[src/rtl/muldiv_pkg.sv]
// Shared op encodings and controller state type for the HI/LO multiply/divide unit.
package muldiv_pkg;

  typedef enum logic [2:0] {
    OP_NOP   = 3'b000,
    OP_MULT  = 3'b001,
    OP_MULTU = 3'b010,
    OP_DIV   = 3'b011,
    OP_DIVU  = 3'b100,
    OP_MTHI  = 3'b101,
    OP_MTLO  = 3'b110
  } op_e;

  typedef enum logic [1:0] {
    ST_IDLE = 2'd0,
    ST_RUN  = 2'd1,
    ST_DONE = 2'd2
  } state_e;

  function automatic logic is_muldiv(input logic [2:0] op);
    return (op == OP_MULT) || (op == OP_MULTU) || (op == OP_DIV) || (op == OP_DIVU);
  endfunction

  function automatic logic is_signed_op(input logic [2:0] op);
    return (op == OP_MULT) || (op == OP_DIV);
  endfunction

endpackage

[src/rtl/hilo_reg.sv]
// HI/LO architectural registers with independent write enables.
module hilo_reg #(
  parameter int WIDTH = 32
) (
  input  logic             clk,
  input  logic             rst,
  input  logic             hi_we,
  input  logic             lo_we,
  input  logic [WIDTH-1:0] hi_d,
  input  logic [WIDTH-1:0] lo_d,
  output logic [WIDTH-1:0] hi,
  output logic [WIDTH-1:0] lo
);

  always_ff @(posedge clk) begin
    if (rst) begin
      hi <= '0;
      lo <= '0;
    end else begin
      if (hi_we) hi <= hi_d;
      if (lo_we) lo <= lo_d;
    end
  end

endmodule

[src/rtl/muldiv_hilo.sv]
// Iterative multiply/divide unit writing HI/LO, fixed latency of WIDTH+1 cycles.
//
// state   | meaning
// --------+-------------------------------------------------------------
// ST_IDLE | no operation; start accepted
// ST_RUN  | one shift-add / restoring-subtract step per cycle, busy=1
// ST_DONE | one-cycle done pulse; HI/LO hold the result; start accepted
module muldiv_hilo
  import muldiv_pkg::*;
#(
  parameter int WIDTH = 32
) (
  input  logic             clk,
  input  logic             rst,
  input  logic             start,
  input  logic [2:0]       op,
  input  logic [WIDTH-1:0] a,
  input  logic [WIDTH-1:0] b,
  input  logic             rd_req,
  input  logic             cancel,
  output logic             busy,
  output logic             done,
  output logic             stall,
  output logic [WIDTH-1:0] hi,
  output logic [WIDTH-1:0] lo
);

  localparam int CW = $clog2(WIDTH + 1);

  state_e state, state_next;

  logic [CW-1:0]      count;
  logic [WIDTH-1:0]   acc, mq, opnd;
  logic               is_div, neg_q, neg_r, div_zero;

  logic               accept, go_run, last;
  logic               sa, sb;
  logic [WIDTH-1:0]   a_mag, b_mag;
  logic [WIDTH:0]     mul_sum, div_shift, div_diff;
  logic [WIDTH-1:0]   acc_step, mq_step;
  logic [2*WIDTH-1:0] prod_mag, prod_fix;
  logic               hi_we, lo_we;
  logic [WIDTH-1:0]   hi_d, lo_d;

  always_comb begin
    accept = start && (state != ST_RUN);
    go_run = accept && is_muldiv(op);
    last   = (state == ST_RUN) && (count == CW'(1));
    sa     = is_signed_op(op) && a[WIDTH-1];
    sb     = is_signed_op(op) && b[WIDTH-1];
    a_mag  = sa ? -a : a;
    b_mag  = sb ? -b : b;
  end

  always_ff @(posedge clk) begin
    if (rst) state <= ST_IDLE;
    else     state <= state_next;
  end

  always_comb begin
    state_next = state;
    busy       = 1'b0;
    done       = 1'b0;
    case (state)
      ST_IDLE: if (go_run) state_next = ST_RUN;
      ST_RUN: begin
        busy = 1'b1;
        if (cancel)    state_next = ST_IDLE;
        else if (last) state_next = ST_DONE;
      end
      ST_DONE: begin
        done       = 1'b1;
        state_next = go_run ? ST_RUN : ST_IDLE;
      end
      default: state_next = ST_IDLE;
    endcase
  end

  assign stall = busy & (start | rd_req);

  // One iteration: multiply shifts {acc,mq} right after adding, divide shifts left then trial-subtracts.
  always_comb begin
    mul_sum   = {1'b0, acc} + (mq[0] ? {1'b0, opnd} : '0);
    div_shift = {acc, mq[WIDTH-1]};
    div_diff  = div_shift - {1'b0, opnd};
    acc_step  = mul_sum[WIDTH:1];
    mq_step   = {mul_sum[0], mq[WIDTH-1:1]};
    if (is_div) begin
      if (!div_diff[WIDTH]) begin
        acc_step = div_diff[WIDTH-1:0];
        mq_step  = {mq[WIDTH-2:0], 1'b1};
      end else begin
        acc_step = div_shift[WIDTH-1:0];
        mq_step  = {mq[WIDTH-2:0], 1'b0};
      end
    end
  end

  // Sign correction is folded into the final step so the result lands on the last RUN edge.
  always_comb begin
    prod_mag = {acc_step, mq_step};
    prod_fix = neg_q ? -prod_mag : prod_mag;
    hi_we    = 1'b0;
    lo_we    = 1'b0;
    hi_d     = a;
    lo_d     = a;
    if (last && !cancel) begin
      hi_we = 1'b1;
      lo_we = 1'b1;
      if (is_div) begin
        hi_d = neg_r ? -acc_step : acc_step;
        lo_d = div_zero ? '1 : (neg_q ? -mq_step : mq_step);
      end else begin
        hi_d = prod_fix[2*WIDTH-1:WIDTH];
        lo_d = prod_fix[WIDTH-1:0];
      end
    end else if (accept && (op == OP_MTHI)) begin
      hi_we = 1'b1;
    end else if (accept && (op == OP_MTLO)) begin
      lo_we = 1'b1;
    end
  end

  always_ff @(posedge clk) begin
    if (rst) begin
      count    <= '0;
      acc      <= '0;
      mq       <= '0;
      opnd     <= '0;
      is_div   <= 1'b0;
      neg_q    <= 1'b0;
      neg_r    <= 1'b0;
      div_zero <= 1'b0;
    end else if (go_run) begin
      count    <= CW'(WIDTH);
      acc      <= '0;
      is_div   <= (op == OP_DIV) || (op == OP_DIVU);
      neg_q    <= sa ^ sb;
      neg_r    <= sa;
      div_zero <= (b == '0);
      if ((op == OP_DIV) || (op == OP_DIVU)) begin
        mq   <= a_mag;
        opnd <= b_mag;
      end else begin
        mq   <= b_mag;
        opnd <= a_mag;
      end
    end else if (state == ST_RUN) begin
      count <= cancel ? '0 : count - CW'(1);
      acc   <= acc_step;
      mq    <= mq_step;
    end
  end

  hilo_reg #(.WIDTH(WIDTH)) u_hilo (
    .clk   (clk),
    .rst   (rst),
    .hi_we (hi_we),
    .lo_we (lo_we),
    .hi_d  (hi_d),
    .lo_d  (lo_d),
    .hi    (hi),
    .lo    (lo)
  );

endmodule

[config.mk]
export PLATFORM = sky130hd
export DESIGN_NAME = muldiv_hilo
export DESIGN_NICKNAME = d
export VERILOG_FILES = /design/src/rtl/muldiv_pkg.sv /design/src/rtl/hilo_reg.sv /design/src/rtl/muldiv_hilo.sv
export SDC_FILE = /design/constraint.sdc
export NUM_CORES = 1
export LEC_CHECK = 0
export ABC_AREA = 1
export CORE_MARGIN = 2
export CORE_UTILIZATION = 45
export CTS_CLUSTER_DIAMETER = 200
export DETAILED_ROUTE_END_ITERATION = 12
export PLACE_DENSITY = 0.71
export SLEW_MARGIN = 30
export SYNTH_ARGS = -nofsm -noshare
export SYNTH_HDL_FRONTEND = slang
export SYNTH_HIERARCHICAL = 1
export SYNTH_SLANG_ARGS = --single-unit
[constraint.sdc]
create_clock -name clk -period 5.7 [get_ports clk]
set_input_delay 0.57 -clock clk [delete_from_list [all_inputs] [get_ports clk]]
set_output_delay 0.57 -clock clk [all_outputs]
set_load 0.02 [all_outputs]
==> out/qor.yml, run 1 <==
dp_slack_ps: 882
gp_routability_congestion: 1.03
routed_via_density: 5.51
ys_types: 56
grt_pass1_wl_um: 113000
row_count: 73
clock_power_share_pct: 23.5
vias: 21521
worstSkewPairLatency_ps: 470
swShare_pct: 47.5
num_antenna_cells: 0
cts_tree: "yes"
ant_nets: 0
design_area_mm2: 0.0205
period_needed_ps: 4980
grt_pass1_vias: 19862
clock_sinks: 172
cp_slowest_stage_delay_ps: 470
synth_edf_count: 0
ios: 139
finalCritPeriodShare_pct: 87.4
p_leak_nw: 10.7
required_ps: 6060
htreeDepth: 4
ys_seq_area_share_pct: 18.9
synth_flop_cell: "dfxtp_1"
drt_iter0_drc: 2422
p_switching_mw: 2.42
yosys-top-cells-area: "nand2_1, dfxtp_1, inv_1, nor2_1, o21ai_0"
die_area_mm2: 0.0421
path_common_cell: "nand2_1"
max_freq_mhz: 201
overflow: 0
slowest_stage: "dfxtp_1"
syn_to_final_growth_pct: 12.6
comb_power_share_pct: 49.6
hold_buffers: 0
totalWireLength_um: 75100
ctsRootBufferMaster: "clkbuf_16"
worstMarginPinSlew_ps: 1050
antenna_found_initial: 2
setup_violations: 0
final.setup.worst_slack_ps: 718
synthCells: 3295
clockBufferDepth: 2
p_seq_share_pct: 26.9
start_kind: "flop"
yosysWarnings: 6
placed_cell_area_mm2: 0.0199
syn-num-nets: 3439
synthArstFlopShare_pct: 0
grt_max_degree: 86
worstPathArrival_ps: 5340
cts_resized: 0
crit_type: "reg -> reg"
wl_per_cell_um: 19.2
dr.pass1.iters: 6
netlist_area_mm2: 0.0182
port_buffers: 138
min_path_type: "reg -> reg"
slew_headroom_pct: 29.1
rsz0062_at_grt: "no"
path_max_fanout: 5
synth_top_area_cell: "nand2_1"
drive_gt1_share_pct: 5.41
core_mm2: 0.0398
ir_drop_v: 0.000227
start_util_pct: 45.8
cts_made_buffers: 17
crit_path_end_kind: "flop"
post_cts_buffers: 0
fp.dieW_um: 205
yosys.area.top_type_share_pct: 20.0
slew_viol_final: 0
die_h_um: 205
hold_violations: 0
maxCapViolations: 0
drc_errors: 0
fillers: 4387
hpwl_um: 60300
nets: 3511
clk_pin_slew_ps: 70
ys_ff_latch: 172
p_per_area_mw_per_mm2: 248
p_int_mw: 2.67
status: "complete, no violations"
skew_ps: 17.1
syn_avg_cell_area_um2: 5.53
grt_usage_pct: 35.4
setup_tns_ps: 0
-- state kept, by name, summed over array words and instances (netlist names) --
signal / flops
mq: 32
neg_q: 1
opnd: 32
div_zero: 1
is_div: 1
count: 6
state: 2
acc: 32
u_hilo/hi: 32
neg_r: 1
u_hilo/lo: 32
-- Yosys cell counts (all sizes together), types with 8 or more instances --
cell    number
o21ai      241
xnor2       24
o211ai      38
or2         22
a221oi       8
nand3      188
clkbuf      68
a22oi        8
nor2       443
a31oi       11
xor2        63
ha          70
nor4        11
inv        558
nor3        45
dfxtp      172
o22ai       10
nand3b      19
buf         51
nand2     1005
nand4       26
o21bai       8
o221ai      21
a21oi      149
-- critical path, delay by kind of cell, from the launching register on --
family / cells / cell delay [ps]
AO/OA/AOI/OAI: 5 / 1100
flip-flops: 1 / 470
AND/OR/NAND/NOR: 25 / 2430
adder cells (fa/ha/maj): 2 / 560
buffers and inverters: 5 / 330
-- power by group through the flow --
stage	Clock, mW	Combinational [mW]	Sequential (mW)
floorplan	0	1.72	1.38
global placement	0	2.46	1.39
detailed placement	0	2.45	1.40
CTS	1.21	2.47	1.37
global route	1.26	2.77	1.38
finish	1.20	2.53	1.37
-- kinds of logic after synthesis --
group | count (synthesis) | synth area share (%)
fa+ha+maj | 72 | 5.03
compound gates | 513 | 16.1
buf+inv | 682 | 15.0
simple gates | 1767 | 40.7
xor+xnor | 87 | 4.18
mux | 2 | 0.110
flops | 172 | 18.9
-- worst paths after layout --
path | start | end | slack, ps | depth (start not counted)
setup / recovery | opnd[26] | u_hilo/hi[26] | 720 | 37
hold reg to reg | u_hilo/lo[5] | u_hilo/lo[5] | 470 | 2
hold / removal | u_hilo/lo[5] | u_hilo/lo[5] | 470 | 2
setup reg to reg | opnd[26] | u_hilo/hi[26] | 720 | 37
-- per-layer routing --
metal,track usage (%),routed length (um),part of all wire (%),vias to the layer above
met2,56.7,33200,44,1087
met3,6.73,6660,8.9,269
met5,0,28,0.037,-
met1,43.2,29700,40,9655
li1,-,-,-,10506
met4,23.5,5480,7.3,4
-- metrics by stage --
step	hold slack [ps]	util, %	std cells	total power, mW
finish	468	51.5	3905	5.10
global route	487	51.5	3905	5.41
CTS	472	51.5	3905	5.04
detailed placement	463	50.1	3873	3.85
global placement	459	50.1	3873	3.86
floorplan	428	-	3295	3.11
-- layout by cell type, fill, tap and decap left out, types with 38 or more instances in the layout --
cell             count
ha_1                70
nor2_1             411
clkdlybuf4s50_1    138
a21oi_1            145
inv_1              549
nand2_1            971
nand3_1            179
xor2_1              63
o21ai_0            223
o211ai_1            38
nor3_1              43
dfxtp_1            171
-- cell type report --
| class | count | area (um2) | area share [%] |
|---|---|---|---|
| clock inverters | 14 | 150 | 0.732 |
| flip-flops and latches | 172 | 3450 | 16.8 |
| repair buffers | 172 | 1640 | 7.98 |
| clock buffers | 18 | 429 | 2.09 |
| well taps | 525 | 657 | 3.20 |
| inverters | 563 | 2120 | 10.3 |
| multi-input cells | 2441 | 12100 | 58.9 |
Note: power is estimated with default switching activity, not from simulation.
==> inputs of run 2 (changes only) <==
--- a/config.mk
+++ b/config.mk
@@ -6,10 +6,12 @@
 export NUM_CORES = 1
 export LEC_CHECK = 0
 export ABC_AREA = 1
+export CAP_MARGIN = 20
 export CORE_MARGIN = 2
 export CORE_UTILIZATION = 45
 export CTS_CLUSTER_DIAMETER = 200
 export DETAILED_ROUTE_END_ITERATION = 12
+export GPL_ROUTABILITY_DRIVEN = 1
 export PLACE_DENSITY = 0.71
 export SLEW_MARGIN = 30
 export SYNTH_ARGS = -nofsm -noshare
==> results of run 2 <==
The final DEF is identical to that of run 1; final timing and power are the same.
